`src/rtl/priority_encoder_rr_if.sv`:
```
// Request/result bundle for the priority encoder: the producer-side request
// vector with its valid/ready pair, and the registered result with its own pair.
interface priority_encoder_rr_if #(
   parameter int N  = 8,
   parameter int CW = 8
);
   localparam int W = $clog2(N);

   logic          mode;
   logic          in_valid;
   logic [N-1:0]  in_vec;
   logic          in_ready;
   logic          out_valid;
   logic          out_ready;
   logic [W-1:0]  out_idx;
   logic [N-1:0]  out_onehot;
   logic          out_multi;
   logic [CW-1:0] multi_cnt;

   modport master (
      output mode, in_valid, in_vec, out_ready,
      input  in_ready, out_valid, out_idx, out_onehot, out_multi, multi_cnt
   );

   modport slave (
      input  mode, in_valid, in_vec, out_ready,
      output in_ready, out_valid, out_idx, out_onehot, out_multi, multi_cnt
   );
endinterface

```
`src/rtl/priority_encoder_rr.sv`:
```
// Fixed-priority / round-robin priority encoder with one registered output
// stage, a saturating multi-hot counter and full-throughput valid/ready flow.
module priority_encoder_rr #(
   parameter int N  = 8,
   parameter int CW = 8
) (
   input  logic                   clk,
   input  logic                   rst,
   priority_encoder_rr_if.slave   bus,
   output logic [$clog2(N)-1:0]   dbg_ptr
);
   localparam int W = $clog2(N);

   // Handshakes: a transfer happens on a rising edge where valid && ready are
   // both high; valid never waits on ready, and in_ready = !out_valid || out_ready.
   logic          out_valid_q;
   logic [W-1:0]  idx_q;
   logic [N-1:0]  onehot_q;
   logic          multi_q;
   logic [CW-1:0] cnt_q;
   logic [W-1:0]  ptr_q;

   logic          in_ready;
   logic          accept;
   logic          grant_found;
   logic [W-1:0]  grant_idx;
   logic          vec_multi;
   int            start;
   int            pos;

   assign in_ready  = !out_valid_q || bus.out_ready;
   assign accept    = bus.in_valid && in_ready;
   assign vec_multi = |(bus.in_vec & (bus.in_vec - N'(1)));

   // Circular scan from the search start; mode only moves the start point.
   always_comb begin
      grant_found = 1'b0;
      grant_idx   = '0;
      pos         = 0;
      start       = bus.mode ? ((int'(ptr_q) + 1) % N) : 0;
      for (int i = 0; i < N; i++) begin
         pos = (start + i) % N;
         if (!grant_found && bus.in_vec[pos[W-1:0]]) begin
            grant_found = 1'b1;
            grant_idx   = pos[W-1:0];
         end
      end
   end

   always_ff @(posedge clk) begin
      if (rst) begin
         out_valid_q <= 1'b0;
         idx_q       <= '0;
         onehot_q    <= '0;
         multi_q     <= 1'b0;
         cnt_q       <= '0;
         ptr_q       <= W'(N - 1);
      end else if (accept) begin
         if (grant_found) begin
            out_valid_q <= 1'b1;
            idx_q       <= grant_idx;
            onehot_q    <= N'(1) << grant_idx;
            multi_q     <= vec_multi;
            ptr_q       <= grant_idx;
            if (vec_multi && !(&cnt_q)) cnt_q <= cnt_q + CW'(1);
         end else begin
            // An all-zero vector is swallowed; any current result was just taken.
            out_valid_q <= 1'b0;
         end
      end else if (out_valid_q && bus.out_ready) begin
         out_valid_q <= 1'b0;
      end
   end

   assign bus.in_ready   = in_ready;
   assign bus.out_valid  = out_valid_q;
   assign bus.out_idx    = idx_q;
   assign bus.out_onehot = onehot_q;
   assign bus.out_multi  = multi_q;
   assign bus.multi_cnt  = cnt_q;
   assign dbg_ptr        = ptr_q;
endmodule

```
`src/flat_wrapper.sv`:
```
// flat-port wrapper written by rule: the top's interface ports become plain ports
module priority_encoder_rr_flat 
#(
   parameter int N  = 8,
   parameter int CW = 8
)
  (clk, rst, dbg_ptr, bus_mode, bus_in_valid, bus_in_vec, bus_out_ready, bus_in_ready, bus_out_valid, bus_out_idx, bus_out_onehot, bus_out_multi, bus_multi_cnt);
  priority_encoder_rr_if #(.N(N), .CW(CW)) bus_i ();
  input  logic clk;
  input  logic rst;
  output logic [$clog2(N)-1:0] dbg_ptr;
  input wire logic [$bits(bus_i.mode)-1:0] bus_mode;
  input wire logic [$bits(bus_i.in_valid)-1:0] bus_in_valid;
  input wire logic [$bits(bus_i.in_vec)-1:0] bus_in_vec;
  input wire logic [$bits(bus_i.out_ready)-1:0] bus_out_ready;
  output wire logic [$bits(bus_i.in_ready)-1:0] bus_in_ready;
  output wire logic [$bits(bus_i.out_valid)-1:0] bus_out_valid;
  output wire logic [$bits(bus_i.out_idx)-1:0] bus_out_idx;
  output wire logic [$bits(bus_i.out_onehot)-1:0] bus_out_onehot;
  output wire logic [$bits(bus_i.out_multi)-1:0] bus_out_multi;
  output wire logic [$bits(bus_i.multi_cnt)-1:0] bus_multi_cnt;
  assign bus_i.mode = bus_mode;
  assign bus_i.in_valid = bus_in_valid;
  assign bus_i.in_vec = bus_in_vec;
  assign bus_i.out_ready = bus_out_ready;
  assign bus_in_ready = bus_i.in_ready;
  assign bus_out_valid = bus_i.out_valid;
  assign bus_out_idx = bus_i.out_idx;
  assign bus_out_onehot = bus_i.out_onehot;
  assign bus_out_multi = bus_i.out_multi;
  assign bus_multi_cnt = bus_i.multi_cnt;
  priority_encoder_rr #(.N(N), .CW(CW)) u_core (.clk(clk), .rst(rst), .bus(bus_i), .dbg_ptr(dbg_ptr));
endmodule
```
`config.mk`:
```
export PLATFORM = sky130hd
export DESIGN_NAME = priority_encoder_rr_flat
export DESIGN_NICKNAME = d
export VERILOG_FILES = /design/src/rtl/priority_encoder_rr_if.sv /design/src/rtl/priority_encoder_rr.sv /design/src/flat_wrapper.sv
export SDC_FILE = /design/constraint.sdc
export NUM_CORES = 1
export LEC_CHECK = 0
export CAP_MARGIN = 15
export CORE_ASPECT_RATIO = 1.4
export CORE_MARGIN = 2
export CORE_UTILIZATION = 50
export DETAILED_ROUTE_END_ITERATION = 8
export GPL_TIMING_DRIVEN = 0
export PLACE_DENSITY = 0.77
export SLEW_MARGIN = 10
export SYNTH_ARGS = -nofsm -noshare
export SYNTH_HDL_FRONTEND = slang
export SYNTH_SLANG_ARGS = --single-unit
```
`constraint.sdc`:
```
create_clock -name clk -period 6 [get_ports clk]
set_clock_uncertainty 0.2 [all_clocks]
set_input_delay 1.5 -clock clk [delete_from_list [all_inputs] [get_ports clk]]
set_output_delay 1.5 -clock clk [all_outputs]
set_load 0.01 [all_outputs]
```
# Yosys cells after proc, flatten, opt, wreduce, memory -nomap -nowiden
# Index checks and enable logic that the tools add are counted.
# totals
regBits	24
latch_bits	0
mem_bits_rw	0
romBits	0
inputBits	13
word_cells	87
memories	0
# op_classes
add_sub_neg	10
mul	0
n_div	0
order_cmp	8
eq_ne	0
shifts	1
n_mux	36
n_bitwise	1
n_reduce_logical	25
# op_table
op	count
$lt 3x4->1 const B	8
$mux 3	9
$bmux 1 s3	8
$mux 1	19
$add 3x3->3 const B	4
$logic_and 1x1->1	10
$logic_not 1->1	9
$add 8x1->8 const B	1
$and 8x8->8	1
$reduce_and 8->1	1
$reduce_or 8->1	1
$shl 1x3->8 const A	1
$sub 8x1->8 const B	1
$add 3x1->3 const B	2
$add 3x2->3 const B	2
$reduce_and 3->1	1
$reduce_and 2->1	1
$reduce_bool 2->1	1
$logic_or 1x1->1	1

# Logic depth before layout (Yosys ltp)
# Gate-level depths: netlist of the first run.
# depth
word_depth	28
ltp_mapped	15

# Worst setup path before layout of the first run
# Ideal clock, no wire load.
# synth_path
kind	input -> register
start	in bus_mode
end	reg u_core.cnt_q[4], in the netlist u_core.bus.multi_cnt[4]
setup_time_ps	121
arrival_ps	4373
slack_ps	1306
path_stages	13
path_buffers	3
path_cell_list	buf_4 > nand2_1 > inv_2 > ha_1 > mux4_2 > nor3_2 > o21ai_1 > or4b_1 > buf_6 > o221ai_4 > buf_6 > nor4_2 > mux2_4
# synth_via
elab_chain_cells	26
elab_cells_between_ends	47
cone_classes	add/sub (7); mux (25); reduce/logical (15)
# synth_lines
element	line	rtl
from (decl)	flat_wrapper.sv:12	input wire logic [$bits(bus_i.mode)-1:0] bus_mode;
$mux 3 *	priority_encoder_rr.sv:40	start = bus.mode ? ((int'(ptr_q) + 1) % N) : 0;
branches (longest 23 deep; another with $add 3x2->3)	--	
$mux 1 *	priority_encoder_rr.sv:43	if (!grant_found && bus.in_vec[pos[W-1:0]]) begin
$reduce_and 3->1 (no source line) *	--	
to (signal assigned)	priority_encoder_rr.sv:65	if (vec_multi && !(&cnt_q)) cnt_q <= cnt_q + CW'(1);
to (decl)	priority_encoder_rr.sv:20	logic [CW-1:0] cnt_q;
# Mark *: on every way between the ends. The select of a mux whose other input is x is not followed.
# A chain may end at the register's enable or synchronous reset.

# Final worst setup path of the first run
# layout_path
start	in bus_mode
end	reg u_core.onehot_q[7], in the netlist u_core.bus.out_onehot[7]
# layout_via
elab_chain_cells	26
elab_cells_between_ends	56
cone_classes	add/sub (7); shift (1); mux (33); reduce/logical (15)
# layout_lines
element	line	rtl
$mux 3 *	priority_encoder_rr.sv:40	
branches (longest 25 deep; another with $add 3x2->3)	--	
to (signal assigned)	priority_encoder_rr.sv:62	onehot_q <= N'(1) << grant_idx;
to (decl)	priority_encoder_rr.sv:18	logic [N-1:0] onehot_q;
# Marks and branches as above.

==> flow_metrics.py, run 1 <==
metrics = {
    "grt": {
        "grt_antenna_before_repair": 0,
        "gr-total-overflow": 0,
        "grt_max_degree": 13,
        "grt_pass1_vias": 2102,
        "grt.total_usage": 0.246,
        "grt_pass1_wl_um": 9960,
    },
    "routing": {
        "routed_wl_um": 5820,
        "drc": 0,
        "drt_first_iter_violations": 169,
        "antenna_left": 0,
        "drtPass1Iterations": 4,
        "wl_per_cell_um": 16.2,
        "viasPerCell": 6.14,
        "num_vias": 2212,
    },
    "yosys": {
        "yosysTopAreaCell": "dfxtp_1",
        "synth_fp_nets": 278,
        "synthCells": 261,
        "synth_area_leaders": "dfxtp_1, mux4_2, mux2i_1",
        "synth_top_area_frac": 0.213,
        "synth-seq-cells": 24,
        "syn_area_per_cell_um2": 8.64,
        "async_reset_ff_frac": 0,
        "synth_edf_count": 0,
        "synth_cell_types": 73,
        "synth_common_cells": "dfxtp_1, nand2_1, a21oi_1",
        "synth-main-ff-cell": "dfxtp_1",
        "ys_warn_count": 0,
        "synth_seq_area_share": 0.213,
        "syn_area_um2": 2260,
    },
    "sta": {
        "drv_slew": 0,
        "setup_viol": 0,
        "min_period_ns": 4.85,
        "worst_pin_slew_ns": 0.564,
        "fin_ws_ns": 1.15,
        "rsz0062_at_grt": "no",
        "max_slew_margin": 0.624,
        "final_hold_viol_count": 0,
        "fmax_ghz": 0.206,
        "fin_crit_sh": 0.808,
        "setup-tns-final_ns": 0,
    },
    "critical_path": {
        "critPathArrivalTime_ns": 4.79,
        "critPathCaptureType": "register",
        "crit_fanout": 10,
        "cp-start-kind": "input pin",
        "crit_type": "in2reg",
        "critPathRequiredTime_ns": 5.94,
    },
    "floorplan": {
        "die_w_um": 60.8,
        "coreArea_um2": 4270,
        "ios": 38,
        "dieHeight_um": 83.5,
        "start_util": 0.528,
        "die_area_um2": 5070,
        "num_rows": 28,
    },
    "finish": {
        "regArea_um2": 480,
        "multi_input_area_um2": 1660,
        "post-route-util": 0.639,
        "final_layout_size_suffix_gt1_frac": 0.153,
        "fin_cells": 360,
        "fin_nets": 319,
        "fillCellCount": 410,
        "antenna_cells": 0,
        "syn2layout_area_growth_pct": 21.1,
    },
    "cts": {
        "cts_tree": "built",
        "ctsRootBufferMaster": "clkbuf_8",
        "cts_resized": 0,
        "cts_setup_buffers": 0,
        "cts_buffer_depth": 2,
        "htree_levels": 1,
        "worstSkewPairLatency_ns": 0.26,
        "cts_hold_buf": 0,
        "cts_buffers": 3,
        "clock_sinks": 24,
        "clk_pin_slew_ns": 0.07,
    },
    "pwr": {
        "p_per_area_nw_per_um2": 361,
        "p_leak_nw": 1.01,
        "power.total_mw": 0.987,
        "max-vdd-ir-drop_mv": 0.236,
    },
    "placed_design": {
        "place_ws_ns": 0.907,
        "gp_congestion": 0.973,
        "io_buffers": 36,
        "place_inst": 357,
        "dpl.hpwl_um": 4570,
    },
    "min_path": {
        "hold_path_class": "reg2reg",
    },
    "run": {
        "cap_violations": 0,
    },
    "run_status": {
        "status": "finished, final reports clean",
    },
}
==> sequential cells by signal (all words and copies together) (netlist names) <==
register / flops
u_core.bus.out_multi: 1
u_core.bus.out_idx: 3
u_core.bus.out_onehot: 8
u_core.dbg_ptr: 3
u_core.bus.out_valid: 1
u_core.bus.multi_cnt: 8
==> cells by family after synthesis <==
logic type | share of synthesized area
multiplexers | 0.134
XOR/XNOR | 0.0322
buffers and inverters | 0.0527
AO/OA/AOI/OAI | 0.281
AND/OR/NAND/NOR | 0.256
adder cells (fa/ha/maj) | 0.0311
flip-flops | 0.213
==> worst max-delay path, stage by stage <==
cell     delay, ns
buf_4         0.14
nand2_1       0.27
inv_2         0.17
ha_1          0.45
mux4_2        0.40
nor3_2        0.22
o21ai_1       0.15
or4b_1        0.55
buf_6         0.17
o21ai_2       0.29
buf_2         0.28
nand3_1       0.11
o41ai_1       0.10
==> report_power, final <==
part | total, mW | internal (mW) | switching [mW] | leakage, nW
sequential | 0.201 | 0.183 | 0.0178 | 0.196
combinational | 0.696 | 0.297 | 0.399 | 0.788
clock | 0.0902 | 0.0448 | 0.0454 | 0.0216
total | 0.987 | 0.525 | 0.462 | 1.01
==> per-layer routing <==
| metal | global-route usage | part of all wire | wire, um | vias to the layer above |
|---|---|---|---|---|
| met2 | 0.422 | 0.52 | 3040 | 74 |
| met1 | 0.316 | 0.41 | 2380 | 1029 |
| li1 | - | - | - | 1094 |
| met4 | 0.0870 | 0.027 | 155 | 0 |
| met5 | 0 | 0 | 0 | - |
| met3 | 0.0124 | 0.042 | 246 | 15 |
==> placed cells by master, fill, tap and decap left out, drive strengths merged, types with 3 or more instances in the layout <==
cell type	synthesis	routed
a21boi	5	5
clkbuf	4	7
or3	4	4
mux4	5	5
or2	5	5
buf	9	9
a21oi	18	18
a2111oi	3	3
nand2	24	24
o21ai	14	14
dfxtp	24	24
mux2	6	6
nor3	14	14
nor2b	8	8
nand3	13	13
and3b	3	3
nor2	12	12
o41ai	10	10
nand2b	4	4
or4	4	4
clkdlybuf4s50	0	36
mux2i	11	11
inv	7	7
ha	4	4
a211oi	5	5
==> final cells by class <==
type / count / share of cell area
buffer: 13 / 0.0330
clock buffer: 3 / 0.0151
inverter: 7 / 0.0105
multi-input combinational: 217 / 0.606
sequential: 24 / 0.176
tap: 60 / 0.0275
timing repair buffer: 36 / 0.132
==> through the flow <==
step,hold WS [ns],area (um2)
floorplan,0.281,2260
global placement,0.252,2690
detailed placement,0.256,2690
CTS,0.273,2730
global route,0.285,2730
finish,0.269,2730
==> worst paths after layout <==
kind                                           from                                    end  slack (ns)  depth (start not counted)
hold / removal    u_core.bus.out_multi$_SDFFE_PP0P_      u_core.bus.out_multi$_SDFFE_PP0P_        0.27                          2
setup reg to reg     u_core.dbg_ptr[0]$_SDFFE_PP1P_  u_core.bus.out_onehot[7]$_SDFFE_PP0P_        1.66                         14
setup / recovery                           bus_mode  u_core.bus.out_onehot[7]$_SDFFE_PP0P_        1.15                         13
hold reg to reg   u_core.bus.out_multi$_SDFFE_PP0P_      u_core.bus.out_multi$_SDFFE_PP0P_        0.27                          2
Note: power is estimated with default switching activity, not from simulation.
==> run 2, diff against run 1 <==
Clock period 6 ns to 4.5 ns, I/O delays scaled along.
==> run 2 against run 1 <==
Compared with the run above:
- register-to-register slack lost 1.3 ns
- sequential cell count unchanged
- cell count stayed put
- design area is 0.37% higher
- worst setup slack got worse by 1.0 ns
- first-iteration DRC count rose by 12%
- critical path depth decreased by 2
- hold slack did not move
- global-route usage unchanged
- non-clock buffer count did not move
- total power is 34% higher
- critical endpoint is now u_core.bus.multi_cnt[4]$_SDFFE_PP0P_
- die area unchanged
==> flow_metrics.py, run 2 (synthesis results as in run 1) <==
metrics = {
    "critical_path": {
        "critPathRequiredTime_ns": 4.45,
        "cp-start-kind": "input pin",
        "cpPeakStageDelay_ns": 0.53,
        "crit_top_cell": "buf_6",
        "crit_fanout": 10,
        "cp_slowest_cell": "clkdlybuf4s50_1",
        "path_cells": "clkdlybuf4s50_1 -> and3b_1 -> a21oi_1 -> mux4_2 -> o211ai_1 -> or4b_1 -> buf_6 -> o221ai_4 -> buf_6 -> nor4_2 -> mux2_4",
        "crit_type": "in2reg",
        "critPathCaptureType": "register",
        "critPathArrivalTime_ns": 4.32,
    },
    "sta": {
        "fin_crit_sh": 0.971,
        "setup_viol": 0,
        "worst_pin_slew_ns": 0.562,
        "drv_slew": 0,
        "fin_ws_ns": 0.130,
        "max_slew_margin": 0.626,
        "final_hold_viol_count": 0,
        "rsz0062_at_grt": "no",
        "fmax_ghz": 0.229,
        "min_period_ns": 4.37,
    },
    "finish": {
        "regArea_um2": 480,
        "multi_input_area_um2": 1670,
        "fillCellCount": 407,
        "final_layout_size_suffix_gt1_frac": 0.157,
        "fin_area_um2": 2740,
        "syn2layout_area_growth_pct": 21.6,
        "mostFrequentLayoutCell": "clkdlybuf4s50_1",
        "final_cell_mix": "clkdlybuf4s50_1, dfxtp_1, nand2_1, a21oi_1, nand3_1",
        "fin_nets": 319,
        "fin_cells": 360,
        "antenna_cells": 0,
    },
    "grt": {
        "grt_pass1_vias": 2102,
        "grt_max_degree": 13,
        "grt.total_usage": 0.246,
        "gr-total-overflow": 0,
        "grt_pass1_wl_um": 9960,
        "grt_antenna_before_repair": 0,
    },
    "cts": {
        "cts_buffers": 3,
        "clock_sinks": 24,
        "worstSkewPairLatency_ns": 0.26,
        "clk_pin_slew_ns": 0.07,
        "cts_hold_buf": 0,
        "cts_resized": 0,
        "cts_tree": "built",
        "cts_setup_buffers": 0,
        "htree_levels": 1,
        "cts_buffer_depth": 2,
        "ctsRootBufferMaster": "clkbuf_8",
    },
    "placed_design": {
        "dpl.hpwl_um": 4570,
        "place_inst": 357,
        "io_buffers": 36,
        "place_area_um2": 2690,
        "place_ws_ns": -0.218,
        "gp_congestion": 0.973,
    },
    "routing": {
        "drtPass1Iterations": 6,
        "antenna_left": 0,
        "drc": 0,
        "drt_first_iter_violations": 190,
        "routed_wl_um": 5850,
        "wl_per_cell_um": 16.2,
        "num_vias": 2202,
        "viasPerCell": 6.12,
    },
    "floorplan": {
        "coreArea_um2": 4270,
        "start_util": 0.528,
        "dieHeight_um": 83.5,
        "num_rows": 28,
        "ios": 38,
        "die_w_um": 60.8,
        "die_area_um2": 5070,
    },
    "pwr": {
        "power_frac_seq": 0.203,
        "p_leak_nw": 1.01,
        "clkPwrFrac": 0.091,
        "p_per_area_nw_per_um2": 482,
        "switching_power_mw": 0.622,
        "p_comb_frac": 0.707,
        "power.total_mw": 1.32,
        "p_int_mw": 0.701,
        "swShare": 0.470,
        "max-vdd-ir-drop_mv": 0.317,
    },
    "min_path": {
        "hold_path_class": "reg2reg",
    },
    "run_status": {
        "status": "finished, final reports clean",
    },
    "run": {
        "cap_violations": 0,
    },
}
run 2: cell counts in the layout (fill, tap and decap cells not counted):
Identical to the previous run, type by type.
run 2: path summary, 6_finish.rpt:
| check | start | endpoint | slack, ns | depth (start not counted) |
|---|---|---|---|---|
| min | u_core.bus.out_multi$_SDFFE_PP0P_ | u_core.bus.out_multi$_SDFFE_PP0P_ | 0.27 | 2 |
| max | bus_in_vec[3] | u_core.bus.multi_cnt[4]$_SDFFE_PP0P_ | 0.13 | 11 |
| max reg2reg | u_core.dbg_ptr[0]$_SDFFE_PP1P_ | u_core.bus.multi_cnt[4]$_SDFFE_PP0P_ | 0.32 | 14 |
| min reg2reg | u_core.bus.out_multi$_SDFFE_PP0P_ | u_core.bus.out_multi$_SDFFE_PP0P_ | 0.27 | 2 |
run 2: layout make-up:
cell class                 instances  share of cell area
buffer                            13              0.0328
clock buffer                       3              0.0151
tap                               60              0.0274
inverter                           7              0.0105
multi-input combinational        217               0.608
timing repair buffer              36               0.131
sequential                        24               0.175
run 2: routing by layer:
metal / up-vias / track usage / share of wire
li1: 1093 / - / -
met1: 1021 / 0.316 / 0.41
met2: 76 / 0.422 / 0.53
met3: 12 / 0.0124 / 0.045
met4: 0 / 0.0870 / 0.019
met5: - / 0 / 0
run 2: power groups by stage:
stage / Combinational, mW / Sequential [mW] / Clock [mW]
2_1_floorplan: 0.671 / 0.284 / 0
3_3_place_gp: 0.914 / 0.273 / 0
3_5_place_dp: 0.914 / 0.272 / 0
4_1_cts: 0.920 / 0.268 / 0.126
5_1_grt: 1.02 / 0.271 / 0.133
6_report: 0.935 / 0.268 / 0.120
run 2: worst max-delay path: cells and delay by family:
| kind | cells | cell delay, ns |
|---|---|---|
| mux | 2 | 0.67 |
| simple gates | 3 | 0.82 |
| buf+inv | 3 | 0.88 |
| compound gates | 3 | 0.82 |
run 2: stage by stage:
| step | hold WS (ns) | TNS (ns) | utilization |
|---|---|---|---|
| global route | 0.285 | 0 | 0.642 |
| floorplan | 0.281 | 0 | - |
| CTS | 0.273 | 0 | 0.639 |
| finish | 0.269 | 0 | 0.642 |
| global placement | 0.252 | -2.76 | 0.630 |
| detailed placement | 0.256 | -2.20 | 0.630 |
==> variant: new RTL, config.mk and constraints of run 1 <==
`CW` is set to 8 in 3 places; all go to 16.
--- a/src/rtl/priority_encoder_rr_if.sv
+++ b/src/rtl/priority_encoder_rr_if.sv
@@ -2,7 +2,7 @@
 // vector with its valid/ready pair, and the registered result with its own pair.
 interface priority_encoder_rr_if #(
    parameter int N  = 8,
-   parameter int CW = 8
+   parameter int CW = 16
 );
    localparam int W = $clog2(N);
 
--- a/src/rtl/priority_encoder_rr.sv
+++ b/src/rtl/priority_encoder_rr.sv
@@ -2,7 +2,7 @@
 // stage, a saturating multi-hot counter and full-throughput valid/ready flow.
 module priority_encoder_rr #(
    parameter int N  = 8,
-   parameter int CW = 8
+   parameter int CW = 16
 ) (
    input  logic                   clk,
    input  logic                   rst,
--- a/src/flat_wrapper.sv
+++ b/src/flat_wrapper.sv
@@ -2,7 +2,7 @@
 module priority_encoder_rr_flat 
 #(
    parameter int N  = 8,
-   parameter int CW = 8
+   parameter int CW = 16
 )
   (clk, rst, dbg_ptr, bus_mode, bus_in_valid, bus_in_vec, bus_out_ready, bus_in_ready, bus_out_valid, bus_out_idx, bus_out_onehot, bus_out_multi, bus_multi_cnt);
   priority_encoder_rr_if #(.N(N), .CW(CW)) bus_i ();
Ports: changed (resized bus_multi_cnt); port bits go from 38 to 46. No check against the original RTL was run, so the function may have changed too.
==> variant against run 1 <==
Sequential cell count rose by 8; first-iteration DRC count fell by 53%; worst hold slack got worse by 0.0016 ns; worst setup slack got worse by 0.70 ns; final area rose by 9.8%; wire length rose by 5.4%; power rose by 22%; synthesized area rose by 5.4%; critical path type unchanged; critical endpoint is now u_core.bus.out_onehot[3]; largest cell class unchanged.
==> variant: results (changes against run 1) <==
- Static Leakage: 1.13 nW (+13%)
- Routed vias/inst: 6.01 (-2.1%)
- Bufs w/o clock: 56 (+14%)
- Layout Cells excl Fill: 396 (+10%)
- Sequential cell area: 641 µm² (+33%)
- Clock network power: 172 µW (+91%)
- Layout non-clock buf frac: 17.0% (+0.54 points)
- Peak supply drop: 0.257 mV (+9.2%)
- Inverter count: 10 (+3)
- Clock Latency Late Sink: 0.29 ns (+0.03 ns)
- Metal2 WL: 3240 µm (+6.6%)
- Sw frac: 43.7% (-3.2 points)
- Setup Slack @ Placement: 0.175 ns (-0.733 ns)
- Worst r2r path cells: 12 (-2)
- Final nets: 350 (+9.7%)
- Synth unique cells: 67 (-8.2%)
- Min-Delay Endpoint: u_core.bus.out_onehot[5]
- First-pass GRT wire length: 10,500 µm (+5.5%)
- R2r endpoint: u_core.bus.out_onehot[3]
- Met2 GRT Util: 44.8% (+2.5 points)
- Layout overhead on the synthesized area: 26.1%
- Placer congestion estimate: 0.894 (-8.1%)
- Syn_nets: 298 (+7.2%)
- Tot Pwr: 1.20 mW (+22%)
- I/O Buffers: 45 (+25%)
- HPWL after DPL: 4820 µm (+5.4%)
- Area post-placement: 0.00291 mm² (+8.0%)
- Status: finished clean
- Synth area leaders: dfxtp_1 (27%), mux2i_1 (6.3%), a21oi_1 (4.0%), nand2_1 (3.9%), nor2_1 (3.8%)
- Cell count after placement: 388 (+8.7%)
- Worst-Margin Slew: 0.624 ns (+0.0598 ns)
- Met3 Use GR: 4.59% (+3.4 points)
- Share of cells above drive strength 1: 10.5% (-4.9 points)
- GRT Resource Usage Total: 24.2% (-0.43 points)
- Synthesis-stage register bit count: 32 (+33%)
- H-tree depth: 2 (+1)
- WL met3: 254 µm (+3.3%)
- Register area share after synthesis: 26.9% (+5.6 points)
- Multi-In Gates: 228 (+5.1%)
- WHS: 0.268 ns (-0.00163 ns)
- Clock Network Area Fraction: 3.09% (+1.6 points)
- WHS Path Cells: 1 (-1)
- P_seq: 270 µW (+34%)
- Pwr dens: 400 mW/mm² (+11%)
- Clkbuf count: 6 (+3)
- GRT met1 Usage: 26.2% (-5.4 points)
- Cts bufs inserted: 5 (+2)
- DR iter-0 viols: 80 (-53%)
- Most frequent cells after synthesis: dfxtp_1 (32), nand2_1 (25), nor2_1 (24)
- Fraction of area in multi-input gates: 54.6% (-6.0 points)
-- variant: changes by cell type in the layout (fill, tap and decap cells not counted), sizes merged, moves of 4 or more --
cell and delta:
a32o +8, and2 +4, clkbuf +4, clkdlybuf4s50 +9, dfxtp +8, mux2i +5, nand3 -9, nand4 +5
nor2 +13, nor3 -9, o41ai -9, or3 +6
-- variant: worst max-delay path: stages --
cell,delay (ns)
clkdlybuf4s50_1,0.50
clkbuf_1,0.34
nand2_1,0.16
buf_2,0.23
ha_1,0.25
a21boi_1,0.16
nor2_1,0.38
mux2i_1,0.54
nand4b_4,0.19
o41ai_1,0.61
nor2_1,0.30
nor2_4,0.25
a32o_1,0.16
-- variant: kinds of logic (layout without fill, tap and decap cells) --
kind of cell    Yosys count  count (layout)  share of synthesized area [%]
fa+ha+maj                 6               6                           2.95
buf+inv                  21              74                           4.21
simple gates            109             109                           25.0
xor+xnor                  6               6                           2.84
compound gates           81              81                           24.9
flops                    32              32                           26.9
mux                      26              26                           13.2
